## src/rtl/pfiform_lane_serializer_if.sv

```systemverilog
// PFIFORM word handshake plus the per-lane valid/ready stream, grouped for the lane serializer.
// master = PFIFORM/downstream side driving the serializer, slave = the serializer itself.
interface pfiform_lane_serializer_if #(
  parameter int LANE_W = 6,
  parameter int LANES  = 16,
  parameter int IDX_W  = 4
);
  logic                      PopEnable;
  logic                      PopPermit;
  logic [LANE_W*LANES-1:0]   PopData;
  logic [IDX_W-1:0]          LaneAmout;
  logic [LANE_W-1:0]         o_lane_data;
  logic                      o_lane_valid;
  logic                      o_lane_last;
  logic                      i_lane_ready;
  logic                      o_busy;

  modport master (
    output PopEnable,
    output PopData,
    output LaneAmout,
    output i_lane_ready,
    input  PopPermit,
    input  o_lane_data,
    input  o_lane_valid,
    input  o_lane_last,
    input  o_busy
  );

  modport slave (
    input  PopEnable,
    input  PopData,
    input  LaneAmout,
    input  i_lane_ready,
    output PopPermit,
    output o_lane_data,
    output o_lane_valid,
    output o_lane_last,
    output o_busy
  );
endinterface

```

## src/rtl/pfiform_lane_serializer.sv

```systemverilog
// Takes packed PFIFORM words and streams their valid lanes one per cycle, lane 0 first.
// Optional macro PFIFORM_LANE_PREFETCH_EN adds a one-word prefetch buffer for bubble-free streaming.
module pfiform_lane_serializer #(
  parameter int LANE_W = 6,
  parameter int LANES  = 16,
  parameter int IDX_W  = 4
) (
  input  logic                        i_core_clk,
  input  logic                        i_rx_rstn,
  pfiform_lane_serializer_if.slave    bus
);
  localparam int WORD_W = LANE_W * LANES;

  typedef enum logic {
    ST_IDLE  = 1'b0,
    ST_SHIFT = 1'b1
  } state_t;

  state_t              r_state;
  state_t              w_state_next;
  logic [WORD_W-1:0]   r_hold;
  logic [WORD_W-1:0]   w_hold_next;
  logic [IDX_W-1:0]    r_amount;
  logic [IDX_W-1:0]    w_amount_next;
  logic [IDX_W-1:0]    r_index;
  logic [IDX_W-1:0]    w_index_next;

  logic [LANE_W-1:0]   w_lanes [LANES];
  logic                w_pop_permit;
  logic                w_xfer;
  logic                w_accept;
  logic                w_is_last;
  logic                w_lane_valid;

`ifdef PFIFORM_LANE_PREFETCH_EN
  logic [WORD_W-1:0]   r_pf_data;
  logic [WORD_W-1:0]   w_pf_data_next;
  logic [IDX_W-1:0]    r_pf_amount;
  logic [IDX_W-1:0]    w_pf_amount_next;
  logic                r_pf_full;
  logic                w_pf_full_next;
`endif

  genvar gi;
  generate
    for (gi = 0; gi < LANES; gi++) begin : g_lane
      assign w_lanes[gi] = r_hold[gi*LANE_W +: LANE_W];
    end
  endgenerate

`ifdef PFIFORM_LANE_PREFETCH_EN
  assign w_pop_permit = ~r_pf_full;
`else
  assign w_pop_permit = (r_state == ST_IDLE);
`endif

  assign w_lane_valid = (r_state == ST_SHIFT);
  assign w_xfer       = bus.PopEnable & w_pop_permit;
  assign w_accept     = w_lane_valid & bus.i_lane_ready;
  assign w_is_last    = (r_index == r_amount);

  always_comb begin
    w_state_next  = r_state;
    w_hold_next   = r_hold;
    w_amount_next = r_amount;
    w_index_next  = r_index;
`ifdef PFIFORM_LANE_PREFETCH_EN
    w_pf_data_next   = r_pf_data;
    w_pf_amount_next = r_pf_amount;
    w_pf_full_next   = r_pf_full;
`endif
    case (r_state)
      ST_IDLE: begin
        if (w_xfer) begin
          w_hold_next   = bus.PopData;
          w_amount_next = bus.LaneAmout;
          w_index_next  = '0;
          w_state_next  = ST_SHIFT;
        end
      end
      ST_SHIFT: begin
        if (w_accept && !w_is_last) begin
          w_index_next = r_index + IDX_W'(1);
        end else if (w_accept) begin
`ifdef PFIFORM_LANE_PREFETCH_EN
          // Prefetched word wins; otherwise a word arriving on this very edge goes straight in
          if (r_pf_full) begin
            w_hold_next    = r_pf_data;
            w_amount_next  = r_pf_amount;
            w_index_next   = '0;
            w_pf_full_next = 1'b0;
          end else if (w_xfer) begin
            w_hold_next   = bus.PopData;
            w_amount_next = bus.LaneAmout;
            w_index_next  = '0;
          end else begin
            w_index_next = '0;
            w_state_next = ST_IDLE;
          end
`else
          w_index_next = '0;
          w_state_next = ST_IDLE;
`endif
        end
`ifdef PFIFORM_LANE_PREFETCH_EN
        if (w_xfer && !(w_accept && w_is_last)) begin
          w_pf_data_next   = bus.PopData;
          w_pf_amount_next = bus.LaneAmout;
          w_pf_full_next   = 1'b1;
        end
`endif
      end
      default: begin
        w_state_next = ST_IDLE;
      end
    endcase
  end

  always_ff @(posedge i_core_clk or negedge i_rx_rstn) begin
    if (!i_rx_rstn) begin
      r_state  <= ST_IDLE;
      r_hold   <= '0;
      r_amount <= '0;
      r_index  <= '0;
    end else begin
      r_state  <= w_state_next;
      r_hold   <= w_hold_next;
      r_amount <= w_amount_next;
      r_index  <= w_index_next;
    end
  end

`ifdef PFIFORM_LANE_PREFETCH_EN
  always_ff @(posedge i_core_clk or negedge i_rx_rstn) begin
    if (!i_rx_rstn) begin
      r_pf_data   <= '0;
      r_pf_amount <= '0;
      r_pf_full   <= 1'b0;
    end else begin
      r_pf_data   <= w_pf_data_next;
      r_pf_amount <= w_pf_amount_next;
      r_pf_full   <= w_pf_full_next;
    end
  end
`endif

  // Outputs decode straight from state so an async reset drops valid at once
  assign bus.PopPermit    = w_pop_permit;
  assign bus.o_lane_valid = w_lane_valid;
  assign bus.o_lane_data  = w_lane_valid ? w_lanes[r_index] : '0;
  assign bus.o_lane_last  = w_lane_valid & w_is_last;
  assign bus.o_busy       = w_lane_valid;

endmodule
```

## src/flat_wrapper.sv

```systemverilog
// flat-port wrapper written by rule: the top's interface ports become plain ports
module pfiform_lane_serializer_flat 
#(
  parameter int LANE_W = 6,
  parameter int LANES  = 16,
  parameter int IDX_W  = 4
)
  (i_core_clk, i_rx_rstn, bus_PopEnable, bus_PopData, bus_LaneAmout, bus_i_lane_ready, bus_PopPermit, bus_o_lane_data, bus_o_lane_valid, bus_o_lane_last, bus_o_busy);
  pfiform_lane_serializer_if #(.LANE_W(LANE_W), .LANES(LANES), .IDX_W(IDX_W)) bus_i ();
  input  logic i_core_clk;
  input  logic i_rx_rstn;
  input wire logic [$bits(bus_i.PopEnable)-1:0] bus_PopEnable;
  input wire logic [$bits(bus_i.PopData)-1:0] bus_PopData;
  input wire logic [$bits(bus_i.LaneAmout)-1:0] bus_LaneAmout;
  input wire logic [$bits(bus_i.i_lane_ready)-1:0] bus_i_lane_ready;
  output wire logic [$bits(bus_i.PopPermit)-1:0] bus_PopPermit;
  output wire logic [$bits(bus_i.o_lane_data)-1:0] bus_o_lane_data;
  output wire logic [$bits(bus_i.o_lane_valid)-1:0] bus_o_lane_valid;
  output wire logic [$bits(bus_i.o_lane_last)-1:0] bus_o_lane_last;
  output wire logic [$bits(bus_i.o_busy)-1:0] bus_o_busy;
  assign bus_i.PopEnable = bus_PopEnable;
  assign bus_i.PopData = bus_PopData;
  assign bus_i.LaneAmout = bus_LaneAmout;
  assign bus_i.i_lane_ready = bus_i_lane_ready;
  assign bus_PopPermit = bus_i.PopPermit;
  assign bus_o_lane_data = bus_i.o_lane_data;
  assign bus_o_lane_valid = bus_i.o_lane_valid;
  assign bus_o_lane_last = bus_i.o_lane_last;
  assign bus_o_busy = bus_i.o_busy;
  pfiform_lane_serializer #(.LANE_W(LANE_W), .LANES(LANES), .IDX_W(IDX_W)) u_core (.i_core_clk(i_core_clk), .i_rx_rstn(i_rx_rstn), .bus(bus_i));
endmodule
```

## config.mk

```make
export PLATFORM = sky130hd
export DESIGN_NAME = pfiform_lane_serializer_flat
export DESIGN_NICKNAME = d
export VERILOG_FILES = /design/src/rtl/pfiform_lane_serializer_if.sv /design/src/rtl/pfiform_lane_serializer.sv /design/src/flat_wrapper.sv
export SDC_FILE = /design/constraint.sdc
export NUM_CORES = 1
export LEC_CHECK = 0
export CAP_MARGIN = 15
export CORE_ASPECT_RATIO = 0.9
export CORE_MARGIN = 4
export CORE_UTILIZATION = 50
export CTS_CLUSTER_DIAMETER = 50
export DETAILED_ROUTE_END_ITERATION = 6
export PLACE_DENSITY = 0.86
export SYNTH_ARGS = -nofsm -noshare
export SYNTH_HDL_FRONTEND = slang
export SYNTH_SLANG_ARGS = --single-unit
```

## constraint.sdc

```tcl
create_clock -name i_core_clk -period 2.1 [get_ports i_core_clk]
set_input_delay 0.42 -clock i_core_clk [delete_from_list [all_inputs] [get_ports i_core_clk]]
set_output_delay 0.42 -clock i_core_clk [all_outputs]
set_load 0.05 [all_outputs]
```

# After elaboration in Yosys (flattened, before gate mapping)
# Index checks and enable logic that the tools add are counted.
# Widths: inputs -> output; s select.
word_totals:
  register_bits: 105
  in_bits: 104
  word_cells: 30
classes:
  n_addsub: 1
  n_lt_le_gt_ge: 1
  n_eq_ne: 3
  n_mux: 12
  bitwise_logic: 5
  reduce_logical: 4
op_table:
  columns: ["operator", "count"]
  rows:
  - ["$bmux 6 s4", 1]
  - ["$mux 6", 3]
  - ["$mux 4", 3]
  - ["$pmux 4 s2", 1]
  - ["$ge 5x5->1 const B", 1]
  - ["$not 4->5", 1]
  - ["$add 4x1->4 const B", 1]
  - ["$eq 4x4->1", 1]
  - ["$reduce_and 2->1", 2]
  - ["$and 1x1->1", 3]
  - ["$mux 1", 3]
  - ["$ne 3x3->1 const B", 1]
  - ["$ne 2x2->1 const B", 1]
  - ["$pmux 1 s2", 1]
  - ["$logic_and 1x1->1", 1]
  - ["$logic_not 1->1", 1]
  - ["$not 1->1", 1]

# Depth between registers and ports, before layout
# Gate-level depths: netlist (run 1).
logic_depth:
  depth_word: 5
  mapped_depth: 7
  depth_no_buf: 4

# Least setup slack after synthesis (run 1)
# OpenSTA, ideal clock, no wires.
synth_path:
  path_kind: "reg-to-output"
  start: "register u_core.r_state, in the netlist u_core.bus.o_busy"
  end: "output port bus_o_lane_data[0]"
  t_arrival_ns: 2.239
  required_ns: 1.680
  setup_slack_ns: -0.559
  path_stages_with_launch: 4
  n_path_buf: 1
  path_cell_list: "dfrtp_1 -> clkbuf_1 -> nand2_1 -> o21ai_0"
synth_via:
  elab_chain_cells: 1
synth_lines:
  columns: ["item", "line_no", "rtl"]
  rows:
  - ["start: declaration", "pfiform_lane_serializer.sv:19", "state_t r_state;"]
  - ["start signal: assignment", "pfiform_lane_serializer.sv:126", "r_state <= w_state_next;"]
  - ["$mux 6", "pfiform_lane_serializer.sv:150", "assign bus.o_lane_data = w_lane_valid ? w_lanes[r_index] : '0;"]
  - ["end: declaration", "flat_wrapper.sv:17", "output wire logic [$bits(bus_i.o_lane_data)-1:0] bus_o_lane_data;"]
# Every way passes these cells.

# Final worst setup path (run 1)
layout_path:
  start: "register u_core.r_index[0]"
  end: "output port bus_o_lane_data[0]"
layout_via:
  elab_chain_cells: 5
layout_lines:
  columns: ["item", "line_no", "rtl"]
  rows:
  - ["start: declaration", "pfiform_lane_serializer.sv:25", "logic [IDX_W-1:0] r_index;"]
  - ["start signal: assignment", "pfiform_lane_serializer.sv:129", "r_index <= w_index_next;"]
  - ["$not 4->5 (not written as such)", "pfiform_lane_serializer.sv:150", null]
  - ["$bmux 6 s4", "pfiform_lane_serializer.sv:150", null]
  - ["$mux 6 (not written as such) (2 in series)", "pfiform_lane_serializer.sv:150", null]
  - ["$mux 6", "pfiform_lane_serializer.sv:150", null]
# Every way passes these cells. The select of a mux whose other input is x is not followed.

==> flow_summary.yaml, run 1 <==
run_status:
  status: "complete, but fails checks"
  failed_checks: "setup timing"
place:
  globalplace.congestion: 0.880
  place_inst: 757
  io_buffer_count: 113
  hpwl_um: 9180
  placed_area_mm2: 0.00623
sta:
  setup_ws_ps: -273
  slew_violations: 0
  post-route-period-util_pct: 113
  setup_viol: 7
  whs_ps: 29.3
  min_period_ps: 2370
  hold_viol_final: 0
  slew_headroom_pct: 63.1
  rsz0062_at_grt: "true"
  skew_ps: 10.3
  fmax_mhz: 421
  worst_pin_slew_ps: 553
critical_path:
  path_common_cell: "o21ai_2"
  critical_path.top_delay_family: "flip-flops"
  crit_chain: "buf_8, buf_4, mux2i_1, a221oi_2, o21ai_2, o21ai_2, buf_6"
  startpoint_type: "flip-flop"
  required_ps: 1680
  slowest_stage: "dfrtp_2"
  cp.arrival_ps: 1950
  critical-path-max-stage-delay_ps: 490
  crit_fanout: 5
  path_class: "reg -> out"
  crit_buf_inv: 3
  crit_path_end_kind: "output pin"
run:
  max-cap-violations: 0
route:
  first_pass_iters: 5
  wl_per_cell_um: 16.1
  ant_nets: 0
  drt_iter0_markers: 336
  vias_per_cell: 5.25
  wl_um: 12600
  route.detailed.drc: 0
  vias: 4119
floorplanning:
  die_w_um: 112
  core_area_mm2: 0.00961
  dieArea_mm2: 0.0115
  initial_core_util_pct: 51.0
  die_height_um: 102
  ios: 114
  rows: 34
synthesis:
  syn_avg_cell_area_um2: 9.17
  synth-seq-cells: 105
  synth.area.top_cells: "dfrtp_1 54%, nand2_1 24%, mux2i_1 4.9%"
  syn-cell-area_mm2: 0.00490
  synth_nets: 640
  post-synth-top-area-fraction_pct: 53.6
  yosysSeqAreaShare_pct: 53.6
  yosys.area.top_type: "dfrtp_1"
  ys_types: 33
  netlist_instances: 535
  yosysWarnings: 0
clock_network:
  clkLatencyLatePin_ps: 370
  cts_tree: "built"
  htreeDepth: 3
  root_buffer: "clkbuf_8"
  clock_sinks: 105
  postCtsHoldBufs: 0
  cts_buffers: 9
  clk_pin_slew_ps: 90
  clockBufferDepth: 2
cells_and_area:
  drive_gt1_share_pct: 14.4
  areaGrowthSynthToFinish_pct: 35.1
  final_nets: 759
  final_util_pct: 68.9
  n_antenna_cell: 0
  final_cells: 784
  final_area_mm2: 0.00663
  layout_common_cells: "306 x nand2_1, 102 x clkdlybuf4s50_1, 102 x dfrtp_1"
  mostFrequentLayoutCell: "nand2_1"
global_routing:
  grt_first_pass_wirelength_um: 20400
  antenna_found_initial: 0
  track_usage_pct: 22.4
  grt_max_degree: 56
  grt_overflow: 0
  grt_pass1_vias: 4278
power:
  total_power_mw: 9.54
  power.leakage_nw: 3.27
  ir_drop_uv: 1210
  powerDensity_mw_per_mm2: 1440
min_path:
  hold_class: "in -> async"
stage by stage:
stage          setup TNS, ps  setup slack [ps]
2_1_floorplan              0              57.3
3_3_place_gp               0              17.8
3_5_place_dp            -255              -175
4_1_cts                -1560              -235
5_1_grt                -2090              -360
6_report               -1670              -273
metal layers:
layer	vias up	global-route usage, %	share of wire, %
li1	1950	-	-
met1	1993	28.4	40
met2	147	39.3	51
met3	29	3.85	6.1
met4	0	7.95	2.4
met5	-	0	0
power breakdown:
| part | switching (mW) | leakage, nW | internal [mW] |
|---|---|---|---|
| sequential | 0.649 | 1.30 | 2.97 |
| combinational | 2.54 | 1.87 | 2.11 |
| clock | 0.664 | 0.0957 | 0.612 |
cell families (layout without fill, tap and decap cells):
family / count (synthesis) / in the layout / synth area share (%)
AO/OA/AOI/OAI: 28 / 28 / 3.88
XOR/XNOR: 5 / 5 / 0.893
adder cells (fa/ha/maj): 1 / 1 / 0.255
buffers and inverters: 35 / 158 / 4.01
flip-flops: 105 / 105 / 53.6
multiplexers: 38 / 38 / 11.7
AND/OR/NAND/NOR: 323 / 323 / 25.7
flip-flops by register name, indices dropped and copies added, names as in the netlist:
| register | count |
|---|---|
| u_core.r_index | 4 |
| u_core.bus.o_busy | 1 |
| u_core.r_hold | 96 |
| u_core.r_amount | 4 |
path summary, 6_finish.rpt:
check	from	end	slack, ps	cells past startpoint
worst max-delay path	u_core.r_index[0]	bus_o_lane_data[0]	-270	7
worst max register to register	u_core.r_index[0]	u_core.r_index[2]	150	8
max in group asynchronous	i_rx_rstn	u_core.r_hold[56]	1420	2
worst min register to register	u_core.r_hold[32]	u_core.r_hold[32]	480	2
worst min-delay path	i_rx_rstn	u_core.r_amount[2]	30	1
min in group i_core_clk	u_core.r_hold[32]	u_core.r_hold[32]	480	2
synthesized netlist by cell type (all sizes together):
master and instances:
a21o 1, a21oi 1, a221oi 6, a22oi 4, a311o 1, a31o 1, and2 2, and3 1
buf 20, clkbuf 12, dfrtp 105, ha 1, inv 3, mux2i 24, mux4 14, nand2 307
nand2b 1, nand3 4, nand4b 1, nor2 3, nor2b 2, nor4 1, o21ai 13, o31ai 1
or2 1, xnor2 1, xor2 4
what timing repair did:
action	CTS	global route
buffers inserted	10	3
setup endpoints to repair	7	7
pin swaps	5	4
gates resized for setup	36	4
area by class of cell:
type	count	area (µm²)
clock buffer	13	159
clock inverter	2	37.5
fill	714	2990
inverter	3	11.3
multi-input combinational	395	2180
sequential	105	2630
tap	126	158
timing repair buffer	140	1450
worst reg2reg max path: cells and delay by family, from the launching register on:
kind	cells	cell delay, ps
xor+xnor	1	190
simple gates	1	200
compound gates	2	360
flops	1	490
buf+inv	4	590
Note: power is estimated with default switching activity, not from simulation.
==> run 2: changes to the inputs <==
CTS_CLUSTER_DIAMETER = 80   (was 50)
==> results of run 2 <==
Same layout as run 1: the final DEF is identical, and so are final timing and power.
